`src/rtl/fp_wb_pkg.sv`:
```
// Shared types and constants for the FP writeback arbiter.
// The entry record holds one pending FP register write.
package fp_wb_pkg;

  localparam int FP_REG_NUM = 32;
  localparam int FP_AW      = $clog2(FP_REG_NUM);

  localparam logic SRC_FPU = 1'b0;
  localparam logic SRC_LD  = 1'b1;

  typedef struct packed {
    logic [FP_AW-1:0] addr;
    logic [31:0]      data;
    logic [31:0]      inst_num;
  } wb_entry_t;

  function automatic wb_entry_t make_entry(input logic [FP_AW-1:0] addr,
                                           input logic [31:0]      data,
                                           input logic [31:0]      inst_num);
    wb_entry_t e;
    e.addr     = addr;
    e.data     = data;
    e.inst_num = inst_num;
    return e;
  endfunction

endpackage

```
`src/rtl/wb_result_fifo.sv`:
```
// In-order circular buffer of pending FPU results.
// Pointers wrap explicitly, so DEPTH need not be a power of two.
module wb_result_fifo
  import fp_wb_pkg::*;
#(
  parameter int DEPTH = 4
) (
  input  logic                       clk,
  input  logic                       rstn,
  input  logic                       push_i,
  input  logic                       pop_i,
  input  wb_entry_t                  din_i,
  output wb_entry_t                  dout_o,
  output logic [$clog2(DEPTH+1)-1:0] count_o,
  output logic                       full_o,
  output logic                       empty_o
);

  localparam int PW = $clog2(DEPTH);
  localparam int CW = $clog2(DEPTH+1);

  wb_entry_t     mem_q [DEPTH];
  logic [PW-1:0] wr_ptr_q, wr_ptr_d;
  logic [PW-1:0] rd_ptr_q, rd_ptr_d;
  logic [CW-1:0] count_q, count_d;
  logic          push_ok, pop_ok;

  function automatic logic [PW-1:0] wrap_inc(input logic [PW-1:0] p);
    return (p == PW'(DEPTH-1)) ? '0 : p + PW'(1);
  endfunction

  assign full_o  = (count_q == CW'(DEPTH));
  assign empty_o = (count_q == '0);
  assign count_o = count_q;
  assign dout_o  = mem_q[rd_ptr_q];

  // A push into a full buffer only succeeds when the head leaves the same cycle.
  assign push_ok = push_i && (!full_o || pop_i);
  assign pop_ok  = pop_i && !empty_o;

  always_comb begin
    wr_ptr_d = wr_ptr_q;
    rd_ptr_d = rd_ptr_q;
    count_d  = count_q;
    if (push_ok) wr_ptr_d = wrap_inc(wr_ptr_q);
    if (pop_ok)  rd_ptr_d = wrap_inc(rd_ptr_q);
    case ({push_ok, pop_ok})
      2'b10:   count_d = count_q + CW'(1);
      2'b01:   count_d = count_q - CW'(1);
      default: count_d = count_q;
    endcase
  end

  always_ff @(posedge clk) begin
    if (!rstn) begin
      wr_ptr_q <= '0;
      rd_ptr_q <= '0;
      count_q  <= '0;
    end else begin
      wr_ptr_q <= wr_ptr_d;
      rd_ptr_q <= rd_ptr_d;
      count_q  <= count_d;
    end
  end

  always_ff @(posedge clk) begin
    if (push_ok) mem_q[wr_ptr_q] <= din_i;
  end

endmodule

```
`src/rtl/fp_writeback_arbiter.sv`:
```
// Arbitrates the single FP regfile write port between the non-stallable FPU
// result stream and the valid/ready load stream, with load starvation relief.
module fp_writeback_arbiter
  import fp_wb_pkg::*;
#(
  parameter int REG_NUM      = FP_REG_NUM,
  parameter int FIFO_DEPTH   = 4,
  parameter int STARVE_LIMIT = 3,
  localparam int AW          = $clog2(REG_NUM),
  localparam int CW          = $clog2(FIFO_DEPTH+1)
) (
  input  logic          clk,
  input  logic          rstn,
  input  logic          fpu_valid,
  input  logic [AW-1:0] fpu_addr,
  input  logic [31:0]   fpu_data,
  input  logic [31:0]   fpu_inst_num,
  input  logic          ld_valid,
  output logic          ld_ready,
  input  logic [AW-1:0] ld_addr,
  input  logic [31:0]   ld_data,
  input  logic [31:0]   ld_inst_num,
  output logic          rf_we,
  output logic [AW-1:0] rf_waddr,
  output logic [31:0]   rf_wdata,
  output logic          sb_clear_en,
  output logic [AW-1:0] sb_clear_addr,
  output logic [31:0]   wb_inst_num,
  output logic          wb_src,
  output logic [CW-1:0] fifo_count,
  output logic          overflow_err
);

  // Handshake: a load transfers in any cycle where ld_valid && ld_ready;
  // ld_ready is combinational and never depends on ld_ready itself.

  localparam int SW = $clog2(STARVE_LIMIT+1);

  wb_entry_t     head_entry, fpu_entry, ld_entry, win_entry;
  logic          fifo_full, fifo_empty;
  logic          ld_grant, fpu_win, starved;
  logic          push_req, push, pop, drop;

  logic          rf_we_q, rf_we_d;
  wb_entry_t     wr_q, wr_d;
  logic          src_q, src_d;
  logic          ovf_q, ovf_d;
  logic [SW-1:0] starve_q, starve_d;

  assign fpu_entry = make_entry(fpu_addr, fpu_data, fpu_inst_num);
  assign ld_entry  = make_entry(ld_addr, ld_data, ld_inst_num);
  assign starved   = (starve_q == SW'(STARVE_LIMIT));

  always_comb begin
    ld_grant = ld_valid &&
               ((fifo_empty && !fpu_valid) ||
                (starved && (!fifo_full || !fpu_valid)));
    fpu_win  = !ld_grant && (!fifo_empty || fpu_valid);
    pop      = fpu_win && !fifo_empty;
    // A live FPU result must queue whenever it is not the one being written.
    push_req = fpu_valid && (!fifo_empty || ld_grant);
    push     = push_req && (!fifo_full || pop);
    drop     = push_req && fifo_full && !pop;
  end

  always_comb begin
    win_entry = fpu_entry;
    if (ld_grant)         win_entry = ld_entry;
    else if (!fifo_empty) win_entry = head_entry;
  end

  always_comb begin
    rf_we_d  = ld_grant || fpu_win;
    wr_d     = wr_q;
    src_d    = src_q;
    ovf_d    = ovf_q || drop;
    starve_d = '0;
    if (rf_we_d) begin
      wr_d  = win_entry;
      src_d = ld_grant ? SRC_LD : SRC_FPU;
    end
    if (ld_valid && !ld_grant)
      starve_d = starved ? starve_q : starve_q + SW'(1);
  end

  always_ff @(posedge clk) begin
    if (!rstn) begin
      rf_we_q  <= 1'b0;
      wr_q     <= '0;
      src_q    <= SRC_FPU;
      ovf_q    <= 1'b0;
      starve_q <= '0;
    end else begin
      rf_we_q  <= rf_we_d;
      wr_q     <= wr_d;
      src_q    <= src_d;
      ovf_q    <= ovf_d;
      starve_q <= starve_d;
    end
  end

  wb_result_fifo #(
    .DEPTH(FIFO_DEPTH)
  ) u_fifo (
    .clk     (clk),
    .rstn    (rstn),
    .push_i  (push),
    .pop_i   (pop),
    .din_i   (fpu_entry),
    .dout_o  (head_entry),
    .count_o (fifo_count),
    .full_o  (fifo_full),
    .empty_o (fifo_empty)
  );

  assign ld_ready      = ld_grant;
  assign rf_we         = rf_we_q;
  assign rf_waddr      = wr_q.addr;
  assign rf_wdata      = wr_q.data;
  assign wb_inst_num   = wr_q.inst_num;
  assign wb_src        = src_q;
  assign sb_clear_en   = rf_we_q;
  assign sb_clear_addr = wr_q.addr;
  assign overflow_err  = ovf_q;

endmodule
```
`config.mk`:
```
export PLATFORM = sky130hd
export DESIGN_NAME = fp_writeback_arbiter
export DESIGN_NICKNAME = d
export VERILOG_FILES = /design/src/rtl/fp_wb_pkg.sv /design/src/rtl/wb_result_fifo.sv /design/src/rtl/fp_writeback_arbiter.sv
export SDC_FILE = /design/constraint.sdc
export NUM_CORES = 1
export LEC_CHECK = 0
export ABC_AREA = 1
export CAP_MARGIN = 20
export CORE_MARGIN = 10
export CORE_UTILIZATION = 30
export CTS_CLUSTER_SIZE = 16
export DETAILED_ROUTE_END_ITERATION = 7
export SYNTH_ARGS = -nofsm -noshare
export SYNTH_HDL_FRONTEND = slang
export SYNTH_SLANG_ARGS = --single-unit
```
`constraint.sdc`:
```
create_clock -name clk -period 6.3 [get_ports clk]
set_input_delay 0.945 -clock clk [delete_from_list [all_inputs] [get_ports clk]]
set_output_delay 0.945 -clock clk [all_outputs]
set_load 0.02 [all_outputs]
```
==> flow_summary.json <==
{
  "vias_per_cell": 4.79,
  "io_buffers": 223,
  "final_util": 0.383,
  "path_clk_slew_ns": 0.06,
  "final.setup_skew_ns": 0.0145,
  "die_w_um": 247,
  "num-nets-final": 1905,
  "overflow": 0,
  "cp_max_fo": 66,
  "yosys.area.top_type": "edfxtp_1",
  "holdBufCountCts": 0,
  "root_buffer": "clkbuf_16",
  "start_util": 0.302,
  "ys_ff_latch": 359,
  "ctsResizeCount": 0,
  "io-pin-count": 224,
  "grt_pass1_vias": 11800,
  "synthFlopType": "edfxtp_1",
  "syn_nets": 1747,
  "rsz0062_at_grt": "no",
  "core_area_sq_um": 51100,
  "required_ns": 5.35,
  "dpl_worst_slack_ns": 2.16,
  "p_leak_nw": 7.46,
  "fp-row-count": 83,
  "antenna_found_initial": 0,
  "die-area_sq_um": 60800,
  "start_kind": "input port",
  "synth_top_cell_area_share": 0.538,
  "r2r-start": "u_fifo.count_o[2]$_SDFFE_PN0P_",
  "period_needed_ns": 4.15,
  "dp_cells": 2391,
  "drt_iter0_drc": 831,
  "finalSetupViolations": 0,
  "setup_slack_ns": 2.15,
  "hold_depth": 2,
  "maxSlewViolCount": 0,
  "layout.area.seq_sq_um": 9960,
  "rr_worst_depth": 7,
  "postCtsSetupBuffers": 0,
  "globalplace.congestion": 0.736,
  "worstHoldPathType": "flip-flop to flip-flop",
  "placed_cell_area_sq_um": 18100,
  "ys_warn_count": 0,
  "crit_type": "input port to output port",
  "synthDistinctLibCells": 23,
  "synth-async-reset-ratio": 0,
  "htreeDepth": 2,
  "min_from": "overflow_err$_SDFF_PN0_",
  "fillCellCount": 5017,
  "vdd_drop_max_uv": 287,
  "cp-startpoint": "fpu_valid",
  "r2r_slack_ns": 2.86,
  "synth.avg_cell_area_sq_um": 9.65,
  "post_drt_wl_per_cell_um": 18.2,
  "syn_area_sq_um": 15400,
  "status": "finished, final reports clean",
  "multi_input_area_sq_um": 4880,
  "track_usage": 0.145,
  "vias": 11800,
  "drt-total-wl_um": 44800,
  "critPathCaptureType": "output port",
  "ys_seq_area_frac": 0.646,
  "synth_area_leaders": "edfxtp_1 (54%), dfxtp_1 (11%), nor2_1 (10%), o21ai_0 (6.3%), nand2_1 (5.4%)",
  "holdWs_ns": 0.439,
  "clockBufferDepth": 3,
  "fin_area_sq_um": 19600,
  "drc": 0,
  "finalCritPeriodShare": 0.658,
  "p_per_area_nw_per_um2": 468,
  "clock-sinks": 359,
  "area_growth_syn_to_layout_pct": 27.1,
  "firstDrtPassIters": 5,
  "grt_max_degree": 99,
  "max_freq_ghz": 0.241,
  "maxSlewHeadroom": 0.319,
  "power_mw": 9.17,
  "fin_setup_tns_ns": 0,
  "clk_latency_ns": 0.55,
  "grt_pass1_wl_um": 69500,
  "drv_cap": 0,
  "dp_hpwl_um": 25700,
  "synth_cells": 1597,
  "hold_viol_final": 0,
  "die_h_um": 247,
  "drive_gt1_frac": 0.0554,
  "worst_pin_slew_ns": 1.02,
  "synth_edf_count": 276,
  "instances_no_fill": 2468,
  "cp_data_arrival_time_ns": 3.20,
  "cts_made_buffers": 41,
  "cts_tree": "yes",
  "drtAntennaViolNets": 0
}
-- worst max-delay path: stages --
cell and delay (ns):
clkdlybuf4s50_1 0.61, inv_1 0.08, nand3_1 0.15, nand2_4 0.07, nand3_4 0.06, buf_4 0.60
inv_1 0.10, clkdlybuf4s50_1 0.58
-- report_power, final --
group          total (mW)  internal [mW]  switching [mW]
combinational        3.39           1.20            2.19
clock                2.50           1.54           0.965
sequential           3.28           3.03           0.244
-- layer usage --
metal / track usage / vias up / part of all wire
met3: 0.0325 / 48 / 0.063
li1: - / 5816 / -
met4: 0.0354 / 0 / 0.014
met2: 0.232 / 319 / 0.47
met1: 0.195 / 5627 / 0.46
met5: 0 / - / 0
-- cell families after synthesis --
group / count (synthesis) / synth area share
buffers and inverters: 146 / 0.0412
DFF: 359 / 0.646
xor gates and xnor gates: 1 / 0.000568
and+or+nand+nor: 863 / 0.234
adders and majority gates: 8 / 0.00698
AOI/OAI and AO/OA: 220 / 0.0716
-- path summary, 6_finish.rpt --
kind,endpoint
max,ld_ready
min,overflow_err$_SDFF_PN0_
max reg2reg,u_fifo.mem_q[3][1]$_DFFE_PP_
min reg2reg,overflow_err$_SDFF_PN0_
-- layout by cell type (no fill, tap or decap) --
| cell | instances |
|---|---|
| o21ai_0 | 193 |
| dfxtp_4 | 2 |
| inv_2 | 1 |
| nand3_4 | 2 |
| clkinvlp_4 | 1 |
| o21ai_1 | 20 |
| inv_6 | 2 |
| dfxtp_1 | 81 |
| buf_4 | 15 |
| buf_16 | 1 |
| clkbuf_16 | 41 |
| clkinv_2 | 10 |
| clkinv_4 | 1 |
| inv_1 | 17 |
| a21boi_0 | 1 |
| nor2_2 | 1 |
| a21oi_1 | 6 |
| inv_4 | 2 |
| nor2_1 | 424 |
| clkdlybuf4s50_1 | 221 |
| clkbuf_8 | 4 |
| nand2_4 | 2 |
| clkbuf_1 | 9 |
| xor2_1 | 1 |
| nor2_4 | 4 |
| buf_2 | 1 |
| bufinv_16 | 7 |
| diode_2 | 1 |
| edfxtp_1 | 276 |
| nand2_1 | 220 |
| buf_12 | 2 |
| nand4_1 | 69 |
| fa_1 | 1 |
| clkinv_1 | 1 |
| ha_1 | 7 |
| nand3_1 | 141 |
-- layout make-up --
type                       count  share of cell area
antenna                        1            0.000128
clock buffer                  54              0.0569
tap                          680              0.0434
multi-input combinational   1092               0.249
clock inverter                21              0.0150
sequential                   359               0.508
timing repair buffer         240               0.122
inverter                      21             0.00434
-- registers in the layout (all words and copies together), names as in the netlist, named ones only --
name,flops
wb_src,1
rf_waddr,5
u_fifo.rd_ptr_q,2
u_fifo.wr_ptr_q,2
rf_wdata,32
u_fifo.mem_q,276
wb_inst_num,32
u_fifo.count_o,3
rf_we,1
overflow_err,1
starve_q,2
-- cell usage after synthesis, types with 2 or more instances --
master / number
nand4_1: 69
buf_2: 25
edfxtp_1: 276
inv_1: 17
buf_1: 14
inv_2: 4
buf_4: 11
nand3_2: 2
buf_6: 2
nand3_1: 141
ha_1: 7
o21ai_1: 20
a21oi_1: 6
clkbuf_1: 73
nand2_1: 221
dfxtp_1: 83
nor2_1: 428
o21ai_0: 193
Note: power is estimated with default switching activity, not from simulation.
